==> config.mk <==
export PLATFORM = sky130hd
export DESIGN_NAME = des_round_sequencer_flat
export DESIGN_NICKNAME = d
export VERILOG_FILES = /design/src/rtl/des_seq_pkg.sv /design/src/rtl/des_round_sequencer_if.sv /design/src/rtl/des_key_rotator.sv /design/src/rtl/des_round_sequencer.sv /design/src/flat_wrapper.sv
export SDC_FILE = /design/constraint.sdc
export NUM_CORES = 1
export LEC_CHECK = 0
export ABC_AREA = 1
export BUFFER_PORTS_ARGS = -buffer_cell sky130_fd_sc_hd__buf_4
export CORE_MARGIN = 8
export CORE_UTILIZATION = 48
export DETAILED_ROUTE_END_ITERATION = 10
export GPL_TIMING_DRIVEN = 0
export PLACE_DENSITY = 0.78
export SYNTH_ARGS = -nofsm -noshare
export SYNTH_HDL_FRONTEND = slang
export SYNTH_SLANG_ARGS = --single-unit
==> constraint.sdc <==
create_clock -name clk -period 2.4 [get_ports clk]
set_input_delay 0.48 -clock clk [delete_from_list [all_inputs] [get_ports clk]]
set_output_delay 0.48 -clock clk [all_outputs]
set_load 0.01 [all_outputs]
==> src/rtl/des_seq_pkg.sv <==
// Shared types and helpers for the iterative DES round sequencer:
// FSM state encoding, the per-round key shift schedule and 28-bit rotations.
package des_seq_pkg;

    typedef enum logic [1:0] {IDLE, RUN, DONE} state_t;

    // Left-shift amounts s[1..16]; entry 0 holds s[1].
    localparam logic [1:0] SHIFT_SCHED [16] = '{
        2'd1, 2'd1, 2'd2, 2'd2, 2'd2, 2'd2, 2'd2, 2'd2,
        2'd1, 2'd2, 2'd2, 2'd2, 2'd2, 2'd2, 2'd2, 2'd1
    };

    // Shift amount for 1-based round index i; zero outside 1..16.
    function automatic logic [1:0] sched_shift(input int i);
        if (i < 1 || i > 16) return 2'd0;
        return SHIFT_SCHED[4'(i - 1)];
    endfunction

    function automatic logic [27:0] rotl28(input logic [27:0] x, input logic [1:0] n);
        case (n)
            2'd1:    return {x[26:0], x[27]};
            2'd2:    return {x[25:0], x[27:26]};
            2'd3:    return {x[24:0], x[27:25]};
            default: return x;
        endcase
    endfunction

    function automatic logic [27:0] rotr28(input logic [27:0] x, input logic [1:0] n);
        case (n)
            2'd1:    return {x[0], x[27:1]};
            2'd2:    return {x[1:0], x[27:2]};
            2'd3:    return {x[2:0], x[27:3]};
            default: return x;
        endcase
    endfunction

endpackage

==> src/rtl/des_round_sequencer_if.sv <==
// Handshake and datapath bundle between the DES front/back end, the external
// f-function datapath and the round sequencer. The abort line exists only
// when DES_SEQ_ABORT_EN is defined.
interface des_round_sequencer_if;
    logic        start;
    logic        decrypt;
    logic [63:0] data_in;
    logic [55:0] key_cd;
    logic [31:0] f_out;
    logic [31:0] f_right;
    logic [55:0] f_cd;
    logic        busy;
    logic        done;
    logic [63:0] data_out;
`ifdef DES_SEQ_ABORT_EN
    logic        abort;
`endif

    modport master (
        output start, decrypt, data_in, key_cd, f_out,
`ifdef DES_SEQ_ABORT_EN
        output abort,
`endif
        input  f_right, f_cd, busy, done, data_out
    );

    modport slave (
        input  start, decrypt, data_in, key_cd, f_out,
`ifdef DES_SEQ_ABORT_EN
        input  abort,
`endif
        output f_right, f_cd, busy, done, data_out
    );
endinterface

==> src/rtl/des_key_rotator.sv <==
// Combinational C/D key-state rotator: C and D rotate independently as
// 28-bit halves, left for the encrypt schedule and right for decrypt.
module des_key_rotator
    import des_seq_pkg::*;
(
    input  logic [55:0] cd,
    input  logic [1:0]  amount,
    input  logic        rot_right,
    output logic [55:0] cd_next
);

    // Rotate both halves by the same amount in the requested direction.
    always_comb begin
        cd_next = cd;
        if (rot_right) begin
            cd_next = {rotr28(cd[55:28], amount), rotr28(cd[27:0], amount)};
        end else begin
            cd_next = {rotl28(cd[55:28], amount), rotl28(cd[27:0], amount)};
        end
    end

endmodule

==> src/rtl/des_round_sequencer.sv <==
// Iterative DES round controller: holds L/R and C/D, runs one round per cycle
// through an external f-function, and presents {R16, L16} with a DONE pulse.
// Optional feature: define DES_SEQ_ABORT_EN to add the abort input.
module des_round_sequencer
    import des_seq_pkg::*;
#(
    parameter int ROUNDS = 16,
    parameter int CW     = 4
) (
    input  logic             clk,
    input  logic             rst,
    des_round_sequencer_if.slave bus
);

    state_t          state_q, state_d;
    logic [31:0]     l_q, r_q;
    logic [55:0]     cd_q;
    logic [CW-1:0]   cnt_q;
    logic            dir_q;
    logic [63:0]     dout_q;

    logic            abort_req;
    logic            accept;
    logic            last_round;
    logic [31:0]     r_new;
    logic [1:0]      run_amt;
    logic [55:0]     rot_in;
    logic [1:0]      rot_amt;
    logic            rot_right;
    logic [55:0]     cd_next;

`ifdef DES_SEQ_ABORT_EN
    assign abort_req = bus.abort;
`else
    assign abort_req = 1'b0;
`endif

    // A new block is taken in IDLE or DONE; abort drops a coincident start.
    assign accept     = (state_q != RUN) && bus.start && !abort_req;
    assign last_round = (cnt_q == CW'(ROUNDS - 1));
    assign r_new      = l_q ^ bus.f_out;

    // Prepare the key for round cnt+2: encrypt uses s[cnt+2], decrypt s[16-cnt].
    // The final encrypt step gets zero so C/D ends at a full 28-bit rotation.
    assign run_amt   = dir_q ? sched_shift(16 - int'(cnt_q)) : sched_shift(int'(cnt_q) + 2);
    assign rot_in    = accept ? bus.key_cd : cd_q;
    assign rot_amt   = accept ? (bus.decrypt ? 2'd0 : sched_shift(1)) : run_amt;
    assign rot_right = accept ? 1'b0 : dir_q;

    des_key_rotator u_rot (
        .cd        (rot_in),
        .amount    (rot_amt),
        .rot_right (rot_right),
        .cd_next   (cd_next)
    );

    // State register.
    always_ff @(posedge clk) begin
        if (!rst) state_q <= IDLE;
        else      state_q <= state_d;
    end

    // Next-state logic: run ROUNDS rounds, pulse DONE once, allow back-to-back starts.
    always_comb begin
        state_d = state_q;
        unique case (state_q)
            IDLE:    if (accept) state_d = RUN;
            RUN: begin
                if (abort_req)       state_d = IDLE;
                else if (last_round) state_d = DONE;
            end
            DONE:    state_d = accept ? RUN : IDLE;
            default: state_d = IDLE;
        endcase
    end

    // Block load, per-round Feistel update and final swapped result capture.
    always_ff @(posedge clk) begin
        if (!rst) begin
            l_q    <= '0;
            r_q    <= '0;
            cd_q   <= '0;
            cnt_q  <= '0;
            dir_q  <= 1'b0;
            dout_q <= '0;
        end else if (accept) begin
            l_q   <= bus.data_in[63:32];
            r_q   <= bus.data_in[31:0];
            cd_q  <= cd_next;
            cnt_q <= '0;
            dir_q <= bus.decrypt;
        end else if (state_q == RUN && !abort_req) begin
            l_q   <= r_q;
            r_q   <= r_new;
            cd_q  <= cd_next;
            cnt_q <= cnt_q + 1'b1;
            if (last_round) dout_q <= {r_new, r_q};
        end
    end

    assign bus.f_right  = r_q;
    assign bus.f_cd     = cd_q;
    assign bus.busy     = (state_q == RUN);
    assign bus.done     = (state_q == DONE);
    assign bus.data_out = dout_q;

endmodule

==> src/flat_wrapper.sv <==
// flat-port wrapper written by rule: the top's interface ports become plain ports
module des_round_sequencer_flat import des_seq_pkg::*;
#(
    parameter int ROUNDS = 16,
    parameter int CW     = 4
)
  (clk, rst, bus_start, bus_decrypt, bus_data_in, bus_key_cd, bus_f_out, bus_f_right, bus_f_cd, bus_busy, bus_done, bus_data_out);
  des_round_sequencer_if bus_i ();
  input  logic clk;
  input  logic rst;
  input wire logic [$bits(bus_i.start)-1:0] bus_start;
  input wire logic [$bits(bus_i.decrypt)-1:0] bus_decrypt;
  input wire logic [$bits(bus_i.data_in)-1:0] bus_data_in;
  input wire logic [$bits(bus_i.key_cd)-1:0] bus_key_cd;
  input wire logic [$bits(bus_i.f_out)-1:0] bus_f_out;
  output wire logic [$bits(bus_i.f_right)-1:0] bus_f_right;
  output wire logic [$bits(bus_i.f_cd)-1:0] bus_f_cd;
  output wire logic [$bits(bus_i.busy)-1:0] bus_busy;
  output wire logic [$bits(bus_i.done)-1:0] bus_done;
  output wire logic [$bits(bus_i.data_out)-1:0] bus_data_out;
  assign bus_i.start = bus_start;
  assign bus_i.decrypt = bus_decrypt;
  assign bus_i.data_in = bus_data_in;
  assign bus_i.key_cd = bus_key_cd;
  assign bus_i.f_out = bus_f_out;
  assign bus_f_right = bus_i.f_right;
  assign bus_f_cd = bus_i.f_cd;
  assign bus_busy = bus_i.busy;
  assign bus_done = bus_i.done;
  assign bus_data_out = bus_i.data_out;
  des_round_sequencer #(.ROUNDS(ROUNDS), .CW(CW)) u_core (.clk(clk), .rst(rst), .bus(bus_i));
endmodule
==> impl_metrics.py <==
metrics = {
    "logic_synthesis": {
        "synth_edf_count": 0,
        "synth_most_common_cell": "nand2_1",
        "synth-seq-area-share_pct": 35.3,
        "netlist_area_um2": 10800,
        "synth_seq_cells": 191,
        "synth_area_leaders": "dfxtp_1 (35%), nand2_1 (24%), nand4_1 (6.2%), o21ai_0 (5.6%), nor2_1 (4.1%)",
        "syn_avg_cell_area_um2": 6.31,
        "synth_top_area_cell": "dfxtp_1",
        "synth_cell_types": 28,
        "yosys.area.top_type_share_pct": 35.3,
        "synth_commonest_cells": "nand2_1 (692), dfxtp_1 (191), o21ai_0 (122), nor2_1 (119), nand4_1 (108)",
        "synth_nets": 1883,
        "yosys_warnings": 0,
        "yosys_most_used_dff": "dfxtp_1",
        "async_flop_share_pct": 0,
        "syn_inst": 1718,
    },
    "timing": {
        "clock_skew_ps": 13.2,
        "max_freq_ghz": 0.365,
        "finalMaxSlewViolations": 0,
        "min_period_ps": 2740,
        "fin_crit_sh_pct": 114,
        "setup_tns_ps": -13050,
        "setup_viol": 56,
        "hold_viol": 0,
        "timing.final.ws_setup_ps": -336,
        "tightest_slew_ps": 826,
        "relSlewSlack_pct": 44.9,
        "rsz0062_at_grt": "true",
    },
    "routing": {
        "drt-pass1-iter-count": 9,
        "viasPerCell": 5.81,
        "wl_um": 47900,
        "ant_nets": 0,
        "via_count": 13826,
        "drc": 0,
        "drtIter0Drc": 1614,
        "wire_per_inst_um": 20.1,
    },
    "critical_path": {
        "worst-setup-path-type": "register to register",
        "end_kind": "register",
        "crit_fanout": 5,
        "cp.arrival_ps": 3040,
        "reg2reg_slack_ps": -340,
        "critPathRequiredTime_ps": 2710,
        "worst_setup_path_start_kind": "register",
        "r2r_end": "u_core.bus.f_cd[18]",
        "r2r_start": "u_core.cnt_q[1]",
        "worstRegToRegCells": 19,
    },
    "cts": {
        "clkLatencyLatePin_ps": 450,
        "cts_root_buffer": "clkbuf_16",
        "clk_pin_slew_ps": 90,
        "cts_buffer_depth": 2,
        "cts_tree": "built",
        "h-tree-depth": 4,
        "cts.sinks": 191,
        "numCtsBuffers": 17,
    },
    "status": {
        "status": "complete, but fails checks",
        "violations": "negative setup slack",
    },
    "die": {
        "std_cell_rows": 55,
        "initial_core_util_pct": 48.4,
        "die_area_um2": 27600,
        "die_h_um": 166,
        "io_pins": 310,
        "die_w_um": 166,
        "design.core.area_um2": 22400,
    },
    "flow_run": {
        "drv_cap": 0,
    },
    "cells_and_area": {
        "final_cells": 2379,
        "seq_area_um2": 3830,
        "area_delta_synth_final_pct": 41.2,
        "layout.nets": 2245,
        "final_util_pct": 68.4,
        "layout-drive-gt1-share_pct": 27.0,
        "fillers": 2013,
        "multiInputGateArea_um2": 6600,
    },
    "power": {
        "powerDensity_nw_per_um2": 623,
        "total_leakage_power_nw": 7.76,
        "peakVddDrop_mv": 0.417,
    },
    "placement": {
        "gp_congestion": 0.957,
        "dpl.hpwl_um": 35400,
        "port_buffers": 308,
        "placedCellCount": 2311,
        "pre_cts_ws_ps": -513,
    },
    "global_routing": {
        "grt_pass1_wl_um": 73300,
        "grt_max_degree": 22,
        "antenna_found_initial": 1,
        "grt.overflow.total": 0,
        "grt_use_total_pct": 32.6,
        "first_global_vias": 13275,
    },
    "worst_hold_path": {
        "hold_depth": 5,
        "worstHoldPathType": "primary input to register",
        "min_from": "bus_data_in[39]",
        "worstHoldEndpoint": "u_core.l_q[7]",
    },
}
==> area by class of cell <==
type	instances	share of cell area, %
Antenna cell	1	0.0164
Buffer	113	4.18
Clock buffer	18	2.87
Clock inverter	14	1.19
Inverter	112	2.88
Multi-Input combinational cell	1299	43.1
Sequential cell	191	25.0
Tap cell	285	2.33
Timing Repair Buffer	346	18.4
==> through the flow <==
stage,hold slack (ps),total power [mW],cell area (um^2)
5_1_grt,350,9.91,15300
6_report,330,9.53,15300
4_1_cts,322,9.30,14900
3_5_place_dp,493,6.10,13500
3_3_place_gp,485,6.08,13500
2_1_floorplan,500,5.04,10800
==> critical path, cell delays in order, from the launching register on <==
cell and delay [ps]:
dfxtp_4 380, clkinvlp_4 160, ha_4 290, inv_4 70
nand2_4 60, nor2_2 80, nand2_1 70, nand2_2 90
nand2_2 60, nor2_4 130, nor2_4 50, buf_4 140
a21oi_4 210, nor2_4 80, buf_6 140, clkbuf_16 150
nand2_2 60, nand4_1 150, nand2_1 140, a31oi_1 80
==> where the power goes <==
group	total [mW]	switching, mW	internal [mW]
registers	3.61	0.214	3.39
clock network	2.96	1.50	1.45
logic	2.97	1.77	1.19
==> layer usage <==
metal	track usage, %	routed length (um)	vias up
met2	53.6	22000	888
met1	40.8	18900	6381
li1	-	-	6402
met3	6.18	4820	155
met4	14.8	2150	0
met5	0	0	-
==> cell families (layout without fill, tap and decap cells) <==
family	after synthesis	after routing	share of synthesized area, %
compound gates	247	247	13.2
xor+xnor	33	33	2.67
fa+ha+maj	9	9	1.04
buf+inv	228	603	8.86
flops	191	191	35.3
other cells	0	1	0
simple gates	1010	1010	38.9
==> worst max path at each step <==
stage | startpoint | endpoint | slack (ps) | depth (start not counted)
final | u_core.cnt_q[1] | u_core.bus.f_cd[18] | -340 | 19
after global placement | u_core.cnt_q[1] | u_core.bus.f_cd[1] | -470 | 17
after detailed placement | u_core.state_q[1] | u_core.bus.f_right[9] | -510 | 9
after floorplan | u_core.cnt_q[1] | u_core.bus.f_cd[52] | 10 | 17
after CTS | u_core.cnt_q[1] | u_core.bus.f_cd[22] | -190 | 20
after global routing | u_core.cnt_q[1] | u_core.bus.f_cd[18] | -470 | 19
==> cells in the final DEF, fill, tap and decap left out, types with 33 or more instances in the layout <==
master | Yosys | final
inv_1 | 103 | 97
xor2_1 | 33 | 33
dfxtp_1 | 191 | 188
buf_4 | 3 | 330
nand2_2 | 4 | 56
a31oi_1 | 54 | 54
nand4_1 | 108 | 108
nand2_1 | 692 | 611
nor2_1 | 119 | 111
clkbuf_1 | 65 | 49
o21ai_0 | 122 | 121
nand3_1 | 77 | 66
o211ai_1 | 45 | 45
==> state kept, by name, summed over array words and instances, names as in the netlist <==
name                 count
u_core.l_q              32
u_core.state_q           2
u_core.bus.f_cd         56
u_core.cnt_q             4
u_core.bus.data_out     64
u_core.bus.f_right      32
u_core.dir_q             1
==> timing repair <==
item                                    4_1_cts  5_1_grt
pin swaps                                    74       84
hold buffers                                  0        0
buffers inserted                             25        5
resized for setup                           163       93
cloned                                        6        4
endpoints found under the setup margin      185      149
Note: power is estimated with default switching activity, not from simulation.
